--- config.mk ---
export PLATFORM = sky130hd
export DESIGN_NAME = exception_sequencer
export DESIGN_NICKNAME = d
export VERILOG_FILES = /design/src/rtl/exc_pkg.sv /design/src/rtl/exc_priority_enc.sv /design/src/rtl/exception_sequencer.sv
export SDC_FILE = /design/constraint.sdc
export NUM_CORES = 1
export LEC_CHECK = 0
export CAP_MARGIN = 20
export CORE_UTILIZATION = 41
export CTS_CLUSTER_DIAMETER = 30
export DETAILED_ROUTE_END_ITERATION = 7
export PLACE_DENSITY = 0.86
export SLEW_MARGIN = 20
export SYNTH_ARGS = -nofsm -noshare
export SYNTH_HDL_FRONTEND = slang
export SYNTH_SLANG_ARGS = --single-unit
--- constraint.sdc ---
create_clock -name i_clk -period 4.5 [get_ports i_clk]
set_input_delay 1.35 -clock i_clk [delete_from_list [all_inputs] [get_ports i_clk]]
set_output_delay 1.35 -clock i_clk [all_outputs]
set_load 0.1 [all_outputs]
--- src/rtl/exc_pkg.sv ---
// Shared encodings for the exception sequencer and the address mux: FSM states,
// cause codes and address-select values.
package exc_pkg;

    localparam logic [1:0] ST_IDLE     = 2'd0;
    localparam logic [1:0] ST_SAVE_EPC = 2'd1;
    localparam logic [1:0] ST_MEM_WAIT = 2'd2;
    localparam logic [1:0] ST_LOAD_PC  = 2'd3;

    localparam logic [1:0] CAUSE_NONE     = 2'b00;
    localparam logic [1:0] CAUSE_OPCODE   = 2'b01;
    localparam logic [1:0] CAUSE_OVERFLOW = 2'b10;
    localparam logic [1:0] CAUSE_DIV0     = 2'b11;

    localparam logic [2:0] ADDR_SEL_ALU_RESULT = 3'b000;
    localparam logic [2:0] ADDR_SEL_ALUOUT     = 3'b001;
    localparam logic [2:0] ADDR_SEL_VEC_253    = 3'b010;
    localparam logic [2:0] ADDR_SEL_VEC_254    = 3'b011;
    localparam logic [2:0] ADDR_SEL_VEC_255    = 3'b100;

    typedef struct packed {
        logic       valid;
        logic [1:0] cause;
        logic [2:0] vec_sel;
    } exc_req_t;

    // EPC records the faulting instruction, one word behind the incremented PC.
    function automatic logic [31:0] epc_from_pc(input logic [31:0] pc);
        return pc - 32'd4;
    endfunction

endpackage

--- src/rtl/exc_priority_enc.sv ---
// Fixed-priority encoder for the exception request lines: opcode > overflow > div0.
module exc_priority_enc
    import exc_pkg::*;
(
    input  logic     i_exc_opcode,
    input  logic     i_exc_overflow,
    input  logic     i_exc_div0,
    output exc_req_t o_req
);

    always_comb begin
        o_req = '{valid: 1'b0, cause: CAUSE_NONE, vec_sel: ADDR_SEL_ALU_RESULT};
        if (i_exc_opcode) begin
            o_req = '{valid: 1'b1, cause: CAUSE_OPCODE, vec_sel: ADDR_SEL_VEC_253};
        end else if (i_exc_overflow) begin
            o_req = '{valid: 1'b1, cause: CAUSE_OVERFLOW, vec_sel: ADDR_SEL_VEC_254};
        end else if (i_exc_div0) begin
            o_req = '{valid: 1'b1, cause: CAUSE_DIV0, vec_sel: ADDR_SEL_VEC_255};
        end
    end

endmodule

--- src/rtl/exception_sequencer.sv ---
// Takes over the address mux and memory write-enable while an exception is serviced:
// saves EPC, reads the handler byte from the vector slot, and loads it into PC.
module exception_sequencer
    import exc_pkg::*;
#(
    parameter int MEM_LATENCY = 1
) (
    input  logic        i_clk,
    input  logic        i_reset,
    input  logic [2:0]  i_ctrl_addr_sel,
    input  logic        i_ctrl_mem_wr,
    input  logic        i_exc_opcode,
    input  logic        i_exc_overflow,
    input  logic        i_exc_div0,
    input  logic [31:0] i_pc_in,
    input  logic [31:0] i_mem_data_in,
    output logic [2:0]  o_addr_sel,
    output logic        o_mem_wr,
    output logic        o_epc_load,
    output logic [31:0] o_epc_data,
    output logic        o_pc_load,
    output logic [31:0] o_pc_data,
    output logic        o_cpu_stall,
    output logic [1:0]  o_exc_cause
);

    exc_req_t    w_req;
    logic [1:0]  r_state;
    logic [2:0]  r_cnt;
    logic [2:0]  r_vec_sel;
    logic [1:0]  r_cause;
    logic [31:0] r_epc_data;

    exc_priority_enc u_enc (
        .i_exc_opcode   (i_exc_opcode),
        .i_exc_overflow (i_exc_overflow),
        .i_exc_div0     (i_exc_div0),
        .o_req          (w_req)
    );

    always_ff @(posedge i_clk) begin
        if (i_reset) begin
            r_state    <= ST_IDLE;
            r_cnt      <= 3'd0;
            r_vec_sel  <= ADDR_SEL_ALU_RESULT;
            r_cause    <= CAUSE_NONE;
            r_epc_data <= 32'd0;
        end else begin
            case (r_state)
                ST_IDLE: begin
                    if (w_req.valid) begin
                        r_state    <= ST_SAVE_EPC;
                        r_vec_sel  <= w_req.vec_sel;
                        r_cause    <= w_req.cause;
                        r_epc_data <= epc_from_pc(i_pc_in);
                    end
                end
                ST_SAVE_EPC: begin
                    r_state <= ST_MEM_WAIT;
                    r_cnt   <= 3'(MEM_LATENCY - 1);
                end
                ST_MEM_WAIT: begin
                    if (r_cnt == 3'd0) r_state <= ST_LOAD_PC;
                    else               r_cnt   <= r_cnt - 3'd1;
                end
                default: r_state <= ST_IDLE;
            endcase
        end
    end

    // Reset forces the control outputs low combinationally so nothing leaks
    // out of an aborted sequence during the reset cycle itself.
    always_comb begin
        o_addr_sel  = r_vec_sel;
        o_mem_wr    = 1'b0;
        o_epc_load  = 1'b0;
        o_pc_load   = 1'b0;
        o_pc_data   = 32'd0;
        o_cpu_stall = 1'b1;
        case (r_state)
            ST_IDLE: begin
                o_addr_sel  = i_ctrl_addr_sel;
                o_mem_wr    = i_ctrl_mem_wr;
                o_cpu_stall = 1'b0;
            end
            ST_SAVE_EPC: o_epc_load = 1'b1;
            ST_LOAD_PC: begin
                o_pc_load = 1'b1;
                o_pc_data = {24'd0, i_mem_data_in[7:0]};
            end
            default: ;
        endcase
        if (i_reset) begin
            o_addr_sel  = ADDR_SEL_ALU_RESULT;
            o_mem_wr    = 1'b0;
            o_epc_load  = 1'b0;
            o_pc_load   = 1'b0;
            o_pc_data   = 32'd0;
            o_cpu_stall = 1'b0;
        end
    end

    assign o_epc_data  = r_epc_data;
    assign o_exc_cause = r_cause;

endmodule
# Word-level counts from Yosys, hierarchy flattened
# Cells that the tools add are included.
[op_classes]
muxes = 20
n_addsub = 2
eq_ne = 6
n_reduce_logical = 6
[op_table]
columns = ["cell", "n"]
rows = [
  ["$mux W32", 1],
  ["$sub A32 B3 Y32 const B", 1],
  ["$mux W6", 3],
  ["$mux W3", 3],
  ["$mux W1", 8],
  ["$mux W8", 1],
  ["$pmux W2 S3", 1],
  ["$pmux W3 S2", 1],
  ["$reduce_and A2 Y1", 3],
  ["$eq A2 B2 Y1 const B", 2],
  ["$mux W2", 2],
  ["$ne A2 B2 Y1 const B", 2],
  ["$logic_not A3 Y1", 1],
  ["$sub A3 B1 Y3 const B", 1],
  ["$eq A2 B1 Y1 const B", 1],
  ["$logic_not A2 Y1", 1],
  ["$ne A2 B1 Y1 const B", 1],
  ["$reduce_bool A2 Y1", 1],
]
[word_totals]
elab_cells = 39
ff_bits = 42
output_inout_bits = 73
input_bits = 73

# Longest topological paths before layout
# Gate-level depths: netlist of the first run.
[logic_depth]
ltp_word = 5
mapped_depth = 8
ltp_nobuf = 7

# Hierarchy
# From an unflattened synthesis of the first run, not the netlist that was laid out.
[unflattened]
cells_unflattened = 313
area_unflattened_um2 = 2551.2
[modules_own_cells]
columns = ["module", "seq_area_each_um2", "cells_per_inst", "instances", "area_each_um2"]
rows = [
  ["exception_sequencer", 840.8, 305, 1, 2509.9],
  ["exc_priority_enc", 0.0, 8, 1, 41.3],
]

# Least setup slack after synthesis of the first run
# OpenSTA, ideal clock, no wires.
[synth_path]
path_type = "input to output"
from = "in i_reset"
to = "out o_pc_data[0]"
required_ns = 3.150
arrival_ns = 3.275
n_path_buf = 1
cell_stages = 3
slack_ns = -0.125
path_cell_list = "nor2b_1 clkbuf_1 and2_1"
[synth_via]
elab_chain_len = 1
[synth_lines]
columns = ["item", "line", "rtl"]
rows = [
  ["start: declaration", "exception_sequencer.sv:9", "input logic i_reset,"],
  ["$mux W32", "exception_sequencer.sv:93", "if (i_reset) begin"],
  ["end: declaration", "exception_sequencer.sv:22", "output logic [31:0] o_pc_data,"],
]
# No other way between the ends.

# Final worst setup path of the first run
[layout_path]
from = "in i_reset"
to = "out o_mem_wr"
[layout_via]
elab_chain_len = 1
[layout_lines]
columns = ["item", "line", "rtl"]
rows = [
  ["$mux W1", "exception_sequencer.sv:93", ""],
  ["end: declaration", "exception_sequencer.sv:18", "output logic o_mem_wr,"],
]
# No other way between the ends.

==> flow_metrics.py, run 1 <==
metrics = {
    "logic_synthesis": {
        "synth_area_per_cell_sq_um": 8.29,
        "yosysSeqAreaShare": 0.339,
        "synthTopCellsByCount": "46 x nor2_1, 42 x dfxtp_1, 26 x buf_4",
        "synth_top_area_frac": 0.339,
        "synth_top_cell_by_area": "dfxtp_1",
        "synthFlopType": "dfxtp_1",
        "synth_edf_count": 0,
        "synth_area_sq_um": 2480,
        "async_reset_ff_frac": 0,
        "synth_cells": 299,
        "synth.most_common_cell": "nor2_1",
        "ys_ff_latch": 42,
        "yosys-top-cells-area": "dfxtp_1 34%, buf_4 7.9%, nor2_1 7.0%",
        "yosys_warnings": 0,
        "yosysUniqueCellTypes": 42,
    },
    "layout": {
        "finalNetCount": 469,
        "antenna_cells": 0,
        "areaGrowthSynthToFinish_pct": 45.3,
        "final_area_sq_um": 3600,
        "drive_gt1_frac": 0.0923,
    },
    "cts": {
        "clk_pin_slew_ps": 80,
        "hold_buffers": 0,
        "root_buffer": "clkbuf_8",
        "clockBufferDepth": 2,
        "cts_buffers": 5,
        "cts_tree": "built",
        "post-cts-setup-buffers": 0,
        "htreeDepth": 2,
        "clkLatencyLatePin_ps": 290,
        "cts_sinks": 42,
        "post_cts_resized": 0,
    },
    "setup_path": {
        "r2r_slack_ps": 2140,
        "critPathCaptureType": "primary output",
        "reg2reg_from": "r_state[0]$_SDFFE_PP0P_",
        "critPathLaunchType": "input port",
        "cp.arrival_ps": 2700,
        "criticalPathCategory": "input port to primary output",
        "path_max_fanout": 47,
        "crit_start": "i_reset",
        "cp.required_ps": 3150,
    },
    "die": {
        "start_util": 0.437,
        "dieHeight_microns": 79.8,
        "die_width_microns": 79.8,
        "rows": 27,
        "core_area_sq_um": 5680,
        "num_io_pins": 146,
        "die-area_sq_um": 6360,
    },
    "route": {
        "drc": 0,
        "top_layer": "met4",
        "wl_met1_microns": 2480,
        "wl_microns": 6050,
        "vias": 2284,
        "viasPerCell": 4.94,
        "drtIter0Drc": 119,
        "first_pass_iters": 5,
        "ant_nets": 0,
        "wl_met3_microns": 294,
        "drt-wirelength-per-cell_microns": 13.1,
        "wl_met2_microns": 3130,
    },
    "sta": {
        "setup_viol": 0,
        "final.setup.tns_ps": 0,
        "hold_viol": 0,
        "slew_viol_final": 0,
        "worst_slew_pin_slew_ps": 1020,
        "period_share": 0.900,
        "relSlewSlack": 0.321,
        "rsz0062_at_grt": "false",
        "finalCriticalPeriod_ps": 4050,
        "max_freq_mhz": 247,
        "clock_skew_ps": 2.64,
    },
    "status": {
        "outcome": "finished clean",
    },
    "flow_run": {
        "max_cap_viol_count": 0,
    },
    "pwr": {
        "p_per_area_nw_per_um2": 704,
        "p_clk_frac": 0.098,
        "power.leakage_nw": 1.37,
        "internal_power_mw": 1.04,
        "power_frac_comb": 0.682,
        "ir_drop_mv": 0.379,
        "swShare": 0.591,
        "switchingPower_mw": 1.50,
        "p_seq_frac": 0.220,
    },
    "global_route": {
        "grt_pass1_wl_microns": 9490,
        "grt_pass1_vias": 2069,
        "overflow": 0,
        "grt_max_degree": 54,
        "antenna_found_initial": 0,
        "track_usage": 0.193,
    },
    "placement": {
        "hpwl_microns": 4640,
        "gp_congestion": 0.829,
        "io_buffers": 97,
        "dpl_cell_area_sq_um": 3510,
    },
    "hold_path": {
        "hold_path.class": "register to register",
        "worstHoldStart": "r_vec_sel[1]$_SDFFE_PP0P_",
    },
}
-- worst max-delay path: stages --
cell             delay (ps)
clkdlybuf4s50_1         480
buf_4                   420
and3b_1                 270
buf_12                  170
-- through the flow --
step,hold slack [ps],cells,power [mW],setup slack (ps),util
6_report,459,462,2.54,449,0.635
5_1_grt,500,462,2.65,330,0.635
4_1_cts,458,462,2.55,447,0.635
3_5_place_dp,448,454,2.30,447,0.619
3_3_place_gp,442,454,2.28,458,0.619
2_1_floorplan,435,322,1.93,190,-
-- flip-flops by register name, summed over array words and instances (netlist names) --
name,count
r_state,2
o_exc_cause,2
r_cnt,3
r_vec_sel,3
o_epc_data,32
-- final timing paths --
check | endpoint | depth (start not counted)
setup reg to reg | o_epc_data[13]$_SDFFE_PP0P_ | 6
setup / recovery | o_mem_wr | 4
hold / removal | r_vec_sel[1]$_SDFFE_PP0P_ | 2
hold reg to reg | r_vec_sel[1]$_SDFFE_PP0P_ | 2
-- power groups by stage --
| stage | Clock [mW] | Sequential (mW) | Combinational (mW) |
|---|---|---|---|
| floorplan | 0 | 1.32 | 0.607 |
| global placement | 0 | 0.561 | 1.71 |
| detailed placement | 0 | 0.566 | 1.74 |
| CTS | 0.253 | 0.558 | 1.74 |
| global route | 0.270 | 0.575 | 1.81 |
| finish | 0.248 | 0.557 | 1.73 |
-- cell families after synthesis --
logic type,share of synthesized area
compound gates,0.148
xor+xnor,0.0742
fa+ha+maj,0.0353
buf+inv,0.126
flops,0.339
mux,0.0242
other cells,0.00151
simple gates,0.251
-- cell type report --
class                           instances  area, sq um
Timing Repair Buffer                   98         1130
Multi-Input combinational cell        232         1410
Tap cell                               72         90.1
Clock inverter                          1         5.00
Clock buffer                            7         86.3
Sequential cell                        42          841
Inverter                               10         37.5
Fill cell                             468         2070
-- routing by layer --
metal | vias up | global-route usage
met5 | - | 0
met4 | 0 | 0.0768
met3 | 12 | 0.0411
met2 | 68 | 0.350
met1 | 1035 | 0.217
li1 | 1169 | -
-- cell usage in the layout, fill, tap and decap left out, types with 13 or more instances in the layout --
cell type and instances:
clkdlybuf4s50_1 82, nor2_1 46, dfxtp_1 42, conb_1 24, a211oi_1 19, nand2_1 16, xnor2_1 16, buf_12 15
o21ai_0 13, nor3_1 13
(Power assumes the default switching activity.)
==> run 2: changes to the inputs <==
- CORE_MARGIN: unset -> 2
- CTS_CLUSTER_SIZE: unset -> 30
==> flow_metrics.py, run 2 (synthesis results as in run 1) <==
metrics = {
    "setup_path": {
        "r2r_end": "o_epc_data[13]$_SDFFE_PP0P_",
        "crit_family": "simple AND/OR/NAND/NOR gates",
        "reg2reg_from": "r_state[0]$_SDFFE_PP0P_",
        "critPathBufInv": 2,
        "r2r_slack_ps": 2170,
        "criticalPathCategory": "input port to primary output",
        "cpMaxStageDelayCell": "nor2b_1",
        "path_max_fanout": 9,
        "slowest_delay_ps": 440,
        "ff2ff_path_depth": 6,
        "critPathLaunchType": "input port",
        "timing.critical_path.cells": "buf_2, nor2b_1, and2_1, buf_12",
        "cp.arrival_ps": 2350,
        "crit_start": "i_reset",
        "critPathCaptureType": "primary output",
        "cp.required_ps": 3150,
    },
    "cts": {
        "clk_pin_slew_ps": 80,
        "hold_buffers": 0,
        "cts_tree": "built",
        "root_buffer": "clkbuf_8",
        "clkLatencyLatePin_ps": 290,
        "cts_sinks": 42,
        "post_cts_resized": 0,
        "post-cts-setup-buffers": 0,
        "htreeDepth": 2,
        "clockBufferDepth": 2,
        "cts_buffers": 5,
    },
    "sta": {
        "final.setup.tns_ps": 0,
        "clock_skew_ps": 4.31,
        "finalCriticalPeriod_ps": 3700,
        "rsz0062_at_grt": "false",
        "hold_viol": 0,
        "period_share": 0.822,
        "relSlewSlack": 0.330,
        "max_freq_mhz": 270,
        "worst_slew_pin_slew_ps": 1000,
        "setup_viol": 0,
        "slew_viol_final": 0,
    },
    "global_route": {
        "grt_max_degree": 54,
        "grt_pass1_wl_microns": 9460,
        "grt_pass1_vias": 2210,
        "overflow": 0,
        "track_usage": 0.177,
        "antenna_found_initial": 0,
    },
    "route": {
        "viasPerCell": 5.00,
        "vias": 2324,
        "wl_microns": 5890,
        "drt-wirelength-per-cell_microns": 12.7,
        "first_pass_iters": 4,
        "ant_nets": 0,
        "drtIter0Drc": 87,
        "drc": 0,
    },
    "hold_path": {
        "holdPathEnd": "o_epc_data[28]$_SDFFE_PP0P_",
        "holdPathStages": 2,
        "hold_path.class": "register to register",
        "worstHoldStart": "o_epc_data[28]$_SDFFE_PP0P_",
    },
    "die": {
        "start_util": 0.421,
        "die_width_microns": 81.8,
        "core_area_sq_um": 5890,
        "num_io_pins": 146,
        "die-area_sq_um": 6690,
        "dieHeight_microns": 81.8,
        "rows": 28,
    },
    "pwr": {
        "ir_drop_mv": 0.391,
        "p_total_mw": 2.52,
        "p_per_area_nw_per_um2": 708,
        "power.leakage_nw": 1.35,
    },
    "layout": {
        "finalNetCount": 469,
        "antenna_cells": 0,
        "multi_input_area_sq_um": 1410,
        "ff_latch_area_sq_um": 841,
        "final_cell_mix": "81 x clkdlybuf4s50_1, 46 x nor2_1, 42 x dfxtp_1",
        "final_common_cell": "clkdlybuf4s50_1",
        "areaGrowthSynthToFinish_pct": 43.3,
        "largest_reg_flops": 32,
        "drive_gt1_frac": 0.0974,
        "fillers": 512,
    },
    "placement": {
        "gp_congestion": 0.795,
        "io_buffers": 97,
        "hpwl_microns": 4510,
    },
    "flow_run": {
        "max_cap_viol_count": 0,
    },
    "status": {
        "outcome": "finished clean",
    },
}
==> run 2: changes by cell type in the layout (fill, tap and decap cells not counted), sizes merged <==
cell	delta
clkinvlp	+1
clkbuf	-1
clkdlybuf4s50	-1
buf	+1
==> run 2: stage by stage <==
step / cells / util / cell area [sq um] / hold slack [ps] / worst slack, ps
finish: 465 / 0.604 / 3550 / 462 / 799
global route: 465 / 0.604 / 3550 / 497 / 702
CTS: 465 / 0.604 / 3550 / 467 / 788
detailed placement: 457 / 0.588 / 3460 / 446 / 788
global placement: 457 / 0.588 / 3460 / 442 / 806
floorplan: 322 / - / 2570 / 435 / 190
==> run 2: how the worst max path moves through the flow <==
stage,endpoint,slack (ps),depth (start not counted)
5_1_grt,o_pc_data[1],700,4
2_1_floorplan,o_addr_sel[0],190,3
6_report,o_pc_data[1],800,4
4_1_cts,o_pc_data[1],790,4
3_5_place_dp,o_pc_data[1],790,4
3_3_place_gp,o_mem_wr,810,4
==> run 2: routing by layer <==
metal,vias up,part of all wire,GRT usage
li1,1169,-,-
met1,1060,0.42,0.195
met2,89,0.48,0.327
met3,6,0.086,0.0484
met4,0,0.013,0.0600
met5,-,0,0
==> run 2: cell type report <==
type | count | area share
flip-flops and latches | 42 | 0.237
clock buffers | 6 | 0.0232
repair buffers | 98 | 0.302
multi-input cells | 232 | 0.398
well taps | 75 | 0.0264
clock inverters | 2 | 0.00352
inverters | 10 | 0.0106
==> run 2: worst register-to-register path: stages, from the launching register on <==
cell     delay, ps
dfxtp_1        350
inv_1           90
ha_1           480
and2_2         850
o21ai_0        230
o22ai_1        160
nor2_1          60
==> run 2: power by group <==
part	total, mW	leakage (nW)	internal, mW	switching (mW)
registers	0.560	0.348	0.494	0.0663
clock network	0.255	0.0472	0.123	0.131
logic	1.70	0.957	0.398	1.30
total	2.52	1.35	1.02	1.50
==> run 3: changes to the inputs <==
- CORE_UTILIZATION: 41 -> 34
- PLACE_DENSITY: 0.86 -> 0.76
- clock period: 4.5 -> 3.1 ns (I/O delays scaled with it)
==> flow_metrics.py, run 3 (synthesis results as in run 1) <==
metrics = {
    "status": {
        "outcome": "finished clean",
    },
    "cts": {
        "cts_sinks": 42,
        "clkLatencyLatePin_ps": 280,
        "cts_buffers": 5,
        "cts_tree": "built",
        "clk_pin_slew_ps": 80,
        "post-cts-setup-buffers": 0,
        "clockBufferDepth": 2,
        "post_cts_resized": 0,
        "root_buffer": "clkbuf_8",
        "htreeDepth": 2,
        "hold_buffers": 0,
    },
    "layout": {
        "largest_reg_flops": 32,
        "antenna_cells": 0,
        "fin_cells": 498,
        "final_area_sq_um": 3630,
        "final_cell_mix": "48 x clkdlybuf4s50_1, 46 x nor2_1, 46 x buf_4",
        "fillers": 686,
        "areaGrowthSynthToFinish_pct": 46.5,
        "drive_gt1_frac": 0.218,
        "finalNetCount": 480,
        "final_common_cell": "clkdlybuf4s50_1",
    },
    "placement": {
        "gp_congestion": 0.739,
        "dp_cells": 492,
        "dpl_cell_area_sq_um": 3550,
        "io_buffers": 97,
        "hpwl_microns": 5040,
    },
    "setup_path": {
        "reg2reg_from": "r_state[0]$_SDFFE_PP0P_",
        "critPathCaptureType": "primary output",
        "r2r_end": "o_epc_data[3]$_SDFFE_PP0P_",
        "r2r_slack_ps": 900,
        "endpoint": "o_pc_data[7]",
        "path_max_fanout": 9,
        "cp.arrival_ps": 2050,
        "critPathLaunchType": "input port",
        "cp.required_ps": 2170,
        "crit_start": "i_reset",
        "ff2ff_path_depth": 6,
        "criticalPathCategory": "input port to primary output",
    },
    "hold_path": {
        "holdPathStages": 2,
        "hold_path.class": "register to register",
    },
    "sta": {
        "relSlewSlack": 0.643,
        "max_freq_mhz": 335,
        "clock_skew_ps": 6.19,
        "setup_viol": 0,
        "rsz0062_at_grt": "false",
        "slew_viol_final": 0,
        "hold_viol": 0,
        "worst_slew_pin_slew_ps": 536,
        "period_share": 0.962,
        "finalCriticalPeriod_ps": 2980,
    },
    "route": {
        "wl_microns": 6190,
        "wl_met3_microns": 449,
        "vias": 2332,
        "drt-wirelength-per-cell_microns": 12.4,
        "ant_nets": 0,
        "viasPerCell": 4.68,
        "wl_met2_microns": 2980,
        "first_pass_iters": 4,
        "top_layer": "met4",
        "drtIter0Drc": 71,
        "wl_met1_microns": 2640,
        "drc": 0,
    },
    "die": {
        "num_io_pins": 146,
        "rows": 31,
        "die_width_microns": 89.4,
        "core_area_sq_um": 7180,
        "dieHeight_microns": 89.4,
        "die-area_sq_um": 7990,
        "start_util": 0.346,
    },
    "global_route": {
        "antenna_found_initial": 0,
        "grt_pass1_vias": 2177,
        "grt_pass1_wl_microns": 9710,
        "track_usage": 0.153,
        "grt_max_degree": 37,
        "overflow": 0,
    },
    "pwr": {
        "p_total_mw": 3.68,
        "ir_drop_mv": 0.460,
        "power.leakage_nw": 1.47,
        "p_per_area_nw_per_um2": 1010,
    },
    "flow_run": {
        "max_cap_viol_count": 0,
    },
}
run 3: cell types whose count changed in the layout (fill, tap and decap cells not counted), sizes merged:
cell,change
clkinvlp,-1
buf,+44
clkinv,-1
clkdlybuf4s50,-33
run 3: metal layers:
layer,track usage,up-vias
met5,0,-
met4,0.0611,0
met3,0.0397,10
met2,0.263,89
met1,0.181,1045
li1,-,1188
run 3: worst min path at each step:
stage / startpoint / slack [ps] / endpoint
after CTS: o_epc_data[0]$_SDFFE_PP0P_ / 470 / o_epc_data[0]$_SDFFE_PP0P_
final: o_epc_data[1]$_SDFFE_PP0P_ / 470 / o_epc_data[1]$_SDFFE_PP0P_
after global placement: r_vec_sel[1]$_SDFFE_PP0P_ / 450 / r_vec_sel[1]$_SDFFE_PP0P_
after floorplan: r_vec_sel[1]$_SDFFE_PP0P_ / 440 / r_vec_sel[1]$_SDFFE_PP0P_
after global routing: o_epc_data[1]$_SDFFE_PP0P_ / 490 / o_epc_data[1]$_SDFFE_PP0P_
after detailed placement: o_epc_data[1]$_SDFFE_PP0P_ / 450 / o_epc_data[1]$_SDFFE_PP0P_
run 3: report_power, final:
part,internal [mW],switching [mW],total (mW)
clock network,0.172,0.178,0.350
logic,0.596,1.92,2.52
registers,0.717,0.0991,0.816
total,1.49,2.20,3.68
run 3: stage by stage:
stage	setup TNS [ps]	setup WS, ps	utilization	hold WS [ps]
final	0	118	0.506	467
after global routing	0	66.5	0.506	494
after CTS	0	110	0.506	470
after detailed placement	0	64.2	0.495	454
after global placement	0	119	0.495	446
after floorplan	-1890	-370	-	435
run 3: final cells by class:
type                            count  area, sq um  area share
Multi-Input combinational cell    232         1420       0.392
Timing Repair Buffer              109         1130       0.310
Clock buffer                        6         82.6      0.0227
Inverter                           10         37.5      0.0103
Sequential cell                    42          841       0.231
Tap cell                           99          124      0.0341
run 3: critical path, stage by stage:
cell,delay (ps)
clkdlybuf4s50_1,520
nor2b_1,60
buf_4,160
and2_2,210
buf_12,170
